### config.mk
export PLATFORM = sky130hd
export DESIGN_NAME = commit_trace_buf
export DESIGN_NICKNAME = d
export VERILOG_FILES = /design/src/rtl/commit_trace_buf.sv
export SDC_FILE = /design/constraint.sdc
export NUM_CORES = 1
export LEC_CHECK = 0
export BUFFER_PORTS_ARGS = -buffer_cell sky130_fd_sc_hd__buf_2
export CORE_MARGIN = 2
export CORE_UTILIZATION = 35
export DETAILED_ROUTE_END_ITERATION = 7
export PLACE_DENSITY = 0.59
export SYNTH_ARGS = -nofsm -noshare
export SYNTH_HDL_FRONTEND = slang
export SYNTH_SLANG_ARGS = --single-unit
### constraint.sdc
create_clock -name clk -period 18 [get_ports clk]
set_input_delay 1.8 -clock clk [delete_from_list [all_inputs] [get_ports clk]]
set_output_delay 1.8 -clock clk [all_outputs]
set_load 0.01 [all_outputs]
### src/rtl/commit_trace_buf.sv
// Commit trace buffer: captures retiring writeback-stage instructions into a
// small FIFO of trace records and streams them out over a valid/ready port.
module commit_trace_buf #(
  parameter int unsigned XLEN     = 32,
  parameter int unsigned REG_SIZE = 5,
  parameter int unsigned DEPTH    = 8
) (
  input  logic                      clk,
  input  logic                      reset,
  input  logic                      validW,
  input  logic                      regWriteW,
  input  logic                      memWriteW,
  input  logic                      finishW,
  input  logic [REG_SIZE-1:0]       writeRegW,
  input  logic [XLEN-1:0]           resultW,
  input  logic [XLEN-1:0]           ALUResultW,
  input  logic [XLEN-1:0]           writeDataW,
  input  logic [XLEN-1:0]           pcW,
  output logic                      trc_valid,
  input  logic                      trc_ready,
  output logic [1:0]                trc_kind,
  output logic [31:0]               trc_num,
  output logic [XLEN-1:0]           trc_pc,
  output logic [XLEN-1:0]           trc_addr,
  output logic [XLEN-1:0]           trc_data,
  output logic [$clog2(DEPTH):0]    occupancy,
  output logic                      overflow,
  output logic [15:0]               dropped,
  output logic                      done
);

  localparam int unsigned AW       = $clog2(DEPTH);
  localparam logic [AW:0] FULL_CNT = (AW+1)'(DEPTH);

  typedef enum logic [1:0] {
    S_RUN,
    S_DRAIN,
    S_DONE
  } state_e;

  typedef struct packed {
    logic [1:0]      kind;
    logic [31:0]     num;
    logic [XLEN-1:0] pc;
    logic [XLEN-1:0] addr;
    logic [XLEN-1:0] data;
  } rec_t;

  rec_t            mem_q [DEPTH];
  rec_t            rec_d;
  rec_t            head;
  logic [AW-1:0]   wr_ptr_q, wr_ptr_d;
  logic [AW-1:0]   rd_ptr_q, rd_ptr_d;
  logic [AW:0]     occ_q, occ_d;
  logic [31:0]     retire_cnt_q, retire_cnt_d;
  logic            overflow_q, overflow_d;
  logic [15:0]     dropped_q, dropped_d;
  state_e          state_q, state_d;
  logic            capture, pop, push, drop, full;

  always_comb begin
    pop     = (occ_q != '0) && trc_ready;
    capture = (state_q == S_RUN) && validW;
    full    = (occ_q == FULL_CNT);
    // A full FIFO still accepts a push when the head leaves in the same cycle.
    push    = capture && (!full || pop);
    drop    = capture && full && !pop;

    rec_d      = '0;
    rec_d.num  = retire_cnt_q;
    rec_d.pc   = pcW + XLEN'(4);
    if (regWriteW && (writeRegW != '0)) begin
      rec_d.kind = 2'd1;
      rec_d.addr = XLEN'(writeRegW);
      rec_d.data = resultW;
    end else if (memWriteW) begin
      rec_d.kind = 2'd2;
      rec_d.addr = ALUResultW;
      rec_d.data = writeDataW;
    end

    wr_ptr_d = push ? wr_ptr_q + 1'b1 : wr_ptr_q;
    rd_ptr_d = pop  ? rd_ptr_q + 1'b1 : rd_ptr_q;

    case ({push, pop})
      2'b10:   occ_d = occ_q + 1'b1;
      2'b01:   occ_d = occ_q - 1'b1;
      default: occ_d = occ_q;
    endcase

    // Dropped retires still consume a sequence number.
    retire_cnt_d = capture ? retire_cnt_q + 32'd1 : retire_cnt_q;
    overflow_d   = overflow_q | drop;
    dropped_d    = (drop && (dropped_q != '1)) ? dropped_q + 16'd1 : dropped_q;

    state_d = state_q;
    case (state_q)
      S_RUN:   if (finishW) state_d = S_DRAIN;
      S_DRAIN: if (occ_q == '0) state_d = S_DONE;
      default: state_d = S_DONE;
    endcase
  end

  always_ff @(posedge clk or negedge reset) begin
    if (!reset) begin
      wr_ptr_q     <= '0;
      rd_ptr_q     <= '0;
      occ_q        <= '0;
      retire_cnt_q <= 32'd1;
      overflow_q   <= 1'b0;
      dropped_q    <= '0;
      state_q      <= S_RUN;
    end else begin
      wr_ptr_q     <= wr_ptr_d;
      rd_ptr_q     <= rd_ptr_d;
      occ_q        <= occ_d;
      retire_cnt_q <= retire_cnt_d;
      overflow_q   <= overflow_d;
      dropped_q    <= dropped_d;
      state_q      <= state_d;
    end
  end

  always_ff @(posedge clk) begin
    if (push) mem_q[wr_ptr_q] <= rec_d;
  end

  // Head fields are forced to zero whenever the FIFO is empty.
  always_comb begin
    head      = mem_q[rd_ptr_q];
    trc_valid = (occ_q != '0);
    trc_kind  = trc_valid ? head.kind : '0;
    trc_num   = trc_valid ? head.num  : '0;
    trc_pc    = trc_valid ? head.pc   : '0;
    trc_addr  = trc_valid ? head.addr : '0;
    trc_data  = trc_valid ? head.data : '0;
    occupancy = occ_q;
    overflow  = overflow_q;
    dropped   = dropped_q;
    done      = (state_q == S_DONE);
  end

endmodule

==> impl.org <==
** Status
- The flow ran to the end, and the final reports show no timing, DRC or antenna violations.

** Yosys
- The share of synthesized area in the top cell type comes to 0.7172.
- The share of the Yosys chip area taken by registers is 0.7522.
- Post-synthesis instance area :: 43550 sq um
- Distinct cell type count after synthesis :: 50
- Fraction of registers with async set or reset after synthesis :: 0.05540
- Synth top area cells :: edfxtp_1 (72%), mux4_2 (13%), dfrtp_1 (3.4%), mux2i_1 (3.1%), nor2_1 (1.2%)
- Number of nets produced by synthesis :: 2299
- Number of instances in the synthesized netlist :: 2153
- By instance count, the leading cell after synthesis is edfxtp_1.
- Most common library cells after synthesis :: edfxtp_1 (1040), mux4_2 (260), nor2_1 (144), mux2i_1 (133), nand2_1 (105)
- Yosys synthesis warning count :: 0
- Cell taking the most area after synthesis :: edfxtp_1
- Synthesized area divided by synthesized cell count :: 20.23 sq um
- Post-synth top flop :: edfxtp_1
- The synthesized design contains 1101 register bits.
- EDFF count, synth :: 1040

** Clock tree
- In this run, post-CTS hold repair placed 0 buffers.
- The H-tree was split into 3 levels.
- Once the clock tree was built, the setup fixing pass inserted 0 buffers.
- Clock-pin slew was measured on the worst setup and hold paths at 0.06 ns.
- After clock tree synthesis, the repair step resized 0 gates.
- CTS Buf Count :: 114
- Root buffer cell :: clkbuf_16
- Number of clock sinks :: 1101
- The clock reaches the later pin of the worst-skew pair after 0.69 ns.
- TritonCTS built the clock tree.
- Number of buffers between clock root and the deepest sink :: 3

** STA
- For the final routed database, the setup TNS stands at 0 ns.
- Final setup skew :: 0.01398 ns
- Tightest Pin Transition :: 1.165 ns
- Dividing the final minimum period by the clock period gives 0.3692.
- Final setup margin :: 11.35 ns
- The final count of hold timing violations came to 0.
- Setup repair after global routing left no endpoint under its margin.
- Final count of pins violating max slew :: 0
- After layout, the minimum clock period comes to 6.645 ns.
- Setup violations remaining at the end of the flow were counted as 0.
- Max Clk Rate :: 0.1505 GHz
- Headroom to the max-slew limit :: 0.2234

** Worst setup path
- Worst reg2reg path depth :: 7
- FF-to-FF End :: mem_q[1][62]$_DFFE_PP_
- For the worst setup path, the data required time is 16.20 ns.
- The slowest stage of the critical path is the dfrtp_4 cell.
- Arrival time worst endpoint :: 4.85 ns
- Critical-path maximum fanout :: 122
- For flop-to-flop paths, the worst setup slack is 13.62 ns.
- Worst setup EP type :: output port
- The largest single stage delay on the critical path is 0.96 ns.
- Together, buffers and inverters on the worst path number 3.
- List of cells traversed by the critical path :: buf_12, buf_4, mux4_2, mux2i_1, nor2_1, buf_2
- CP Launch Type :: flip-flop
- Path type of the worst setup path :: flip-flop to output port
- Top delay family on crit path :: buffers and inverters
- In this run the critical register-to-register path is launched from state_q[0]$_DFFE_PN0P_.

** Die
- The floorplan step defined a die boundary enclosing 127300 sq um.
- Initial cell density of the core :: 0.3522
- Number of core rows :: 129
- Number of primary I/O pins :: 293
- The die is 356.7 microns tall.
- Floorplan Core Area :: 123600 sq um
- Measured along the x axis, the die boundary spans 356.7 microns.

** Worst hold path
- Launch instance of the worst min-delay path :: overflow$_DFF_PN0_
- The tightest min-delay check is of the flip-flop to flip-flop type.
- Worst Hold Path EP :: overflow$_DFF_PN0_
- Counting instances, the worst hold path has a depth of 1.

** Global route
- The via count of the first global-routing pass was 23.15k.
- Wire length of the first global-routing pass :: 148.6 mm
- Across every metal layer, demand over resource in global routing totals 0.1579.
- Entering global routing, the biggest net connects 140 pins.
- Gr ovfl total :: 0
- Initial antenna violation count :: 3

** Placed design
- Before CTS, the worst setup slack after placement is 11.76 ns.
- Placed wire-length estimate after detailed placement :: 55.15 mm
- Number of port buffers :: 292
- Routability-driven placement finished with a final weighted congestion of 0.7415.

** Route
- Signal routing reaches up to met4.
- Post-route ant nets :: 0
- The final layout contains routed wiring with a total length of 101.2 mm.
- Number of DRC violations after detailed-routing iteration 0 :: 1809
- Summed over all nets, wire length on met3 after detailed routing comes to 5.077 mm.
- Met2 WL post-DR :: 49.45 mm
- For this run, design rule violations remaining after detail routing come to 0.
- Across all layers, the routed design uses 21.58k vias.
- After detailed routing, the number of vias per cell comes to 5.116.
- Drt pass-1 iters :: 4
- Average routed wire per standard cell :: 23.98 microns
- Met1 WL :: 44.65 mm

** Pwr
- Leakage power :: 0.01722 uW
- Peak ir drop on the vdd network :: 0.0001366 V
- Power per unit of standard cell area :: 148.1 nW/um^2

** Finish
- Share of final-layout standard cells stronger than drive strength 1 :: 0.3031
- The layout has 10.97k filler cells.
- The final layout contains 2627 nets.
- Synth-to-Final Area Change :: 16.46%

** Job
- Max-cap violations in this run came to 0.
## worst register-to-register path, stage by stage, from the launching register on
cell     delay [ns]
dfrtp_1        0.45
nor3b_2        0.57
o21a_1         0.31
nand2_1        0.21
nor3_2         0.19
buf_4          0.46
buf_4          0.82
buf_4          0.93
## report_power, final
group          internal, uW  switching, uW  leakage (uW)
combinational           941           1150       0.00526
clock                  1370            958       0.00184
sequential             2940            153        0.0101
## cells by family after synthesis
kind of cell	synth area share
AOI/OAI and AO/OA	0.003075
xor gates and xnor gates	0.01529
adders and majority gates	0.001724
buffers and inverters	0.01155
DFF	0.7522
muxes	0.1658
and+or+nand+nor	0.05031
## cells in the final DEF, fill, tap and decap left out, types with 3 or more instances in the layout
master / netlist / final
clkbuf_8: 0 / 7
a21oi_1: 6 / 6
dfrtp_4: 0 / 3
buf_2: 42 / 292
nand4_1: 25 / 25
and4_1: 15 / 15
nor3_2: 0 / 3
edfxtp_1: 1040 / 1040
nand2_1: 105 / 105
nor4b_2: 3 / 4
nand3_1: 60 / 60
inv_6: 0 / 4
nor4_2: 1 / 3
clkbuf_1: 53 / 33
inv_1: 4 / 4
bufinv_16: 0 / 11
and2_1: 5 / 5
nor3_1: 13 / 10
clkbuf_16: 0 / 116
and3_1: 40 / 40
nor2_1: 144 / 143
xnor2_1: 52 / 52
buf_12: 0 / 6
dfrtp_1: 60 / 57
nor4_1: 5 / 3
clkinv_1: 1 / 15
nor4_4: 3 / 3
o21ai_0: 3 / 3
ha_1: 6 / 6
buf_4: 0 / 27
nor3b_2: 2 / 4
clkinv_2: 0 / 22
mux2i_1: 133 / 133
xor2_1: 24 / 24
mux4_2: 260 / 260
clkinv_4: 0 / 3
## per-layer routing
layer,vias to the layer above,global-route usage
met1,11520,0.2144
met5,-,0
met3,139,0.03033
met2,546,0.2624
li1,9383,-
met4,0,0.03857
## stage by stage
| stage | util | power (uW) | hold slack, ns | area, sq um | cells |
|---|---|---|---|---|---|
| after floorplan | - | 4512 | 0.5122 | 43550 | 2153 |
| after global placement | 0.3799 | 5271 | 0.4468 | 46970 | 4002 |
| after detailed placement | 0.3799 | 5297 | 0.4505 | 46970 | 4002 |
| after CTS | 0.4102 | 7642 | 0.4730 | 50710 | 4217 |
| after global routing | 0.4102 | 7864 | 0.5029 | 50710 | 4217 |
| final | 0.4102 | 7510 | 0.4692 | 50720 | 4219 |
## state kept, by name, indices dropped and copies added (netlist names)
name / count
mem_q: 1040
dropped: 16
retire_cnt_q: 32
state_q: 2
wr_ptr_q: 3
occupancy: 4
rd_ptr_q: 3
overflow: 1
## cell type report
cell class | count | area (sq um) | share of cell area
clock inverter | 59 | 623.1 | 0.01229
sequential | 1101 | 32770 | 0.6461
timing repair buffer | 325 | 1784 | 0.03518
antenna | 2 | 5.005 | 0.00009868
tap | 1637 | 2048 | 0.04039
multi-input combinational | 934 | 10340 | 0.2040
clock buffer | 156 | 3123 | 0.06158
inverter | 5 | 18.77 | 0.0003701
## worst max path at each step
stage                     depth (start not counted)                     to                     from  slack [ns]
after floorplan                                   3  mem_q[4][0]$_DFFE_PP_                   validW        1.39
final                                             6            trc_num[18]  rd_ptr_q[0]$_DFFE_PN0P_       11.35
after CTS                                         6            trc_num[18]  rd_ptr_q[0]$_DFFE_PN0P_       10.98
after global placement                            6            trc_num[18]  rd_ptr_q[0]$_DFFE_PN0P_       11.76
after global routing                              6            trc_num[18]  rd_ptr_q[0]$_DFFE_PN0P_       10.72
after detailed placement                          6            trc_num[18]  rd_ptr_q[0]$_DFFE_PN0P_       11.76
Power figures use the tool's default switching activity.
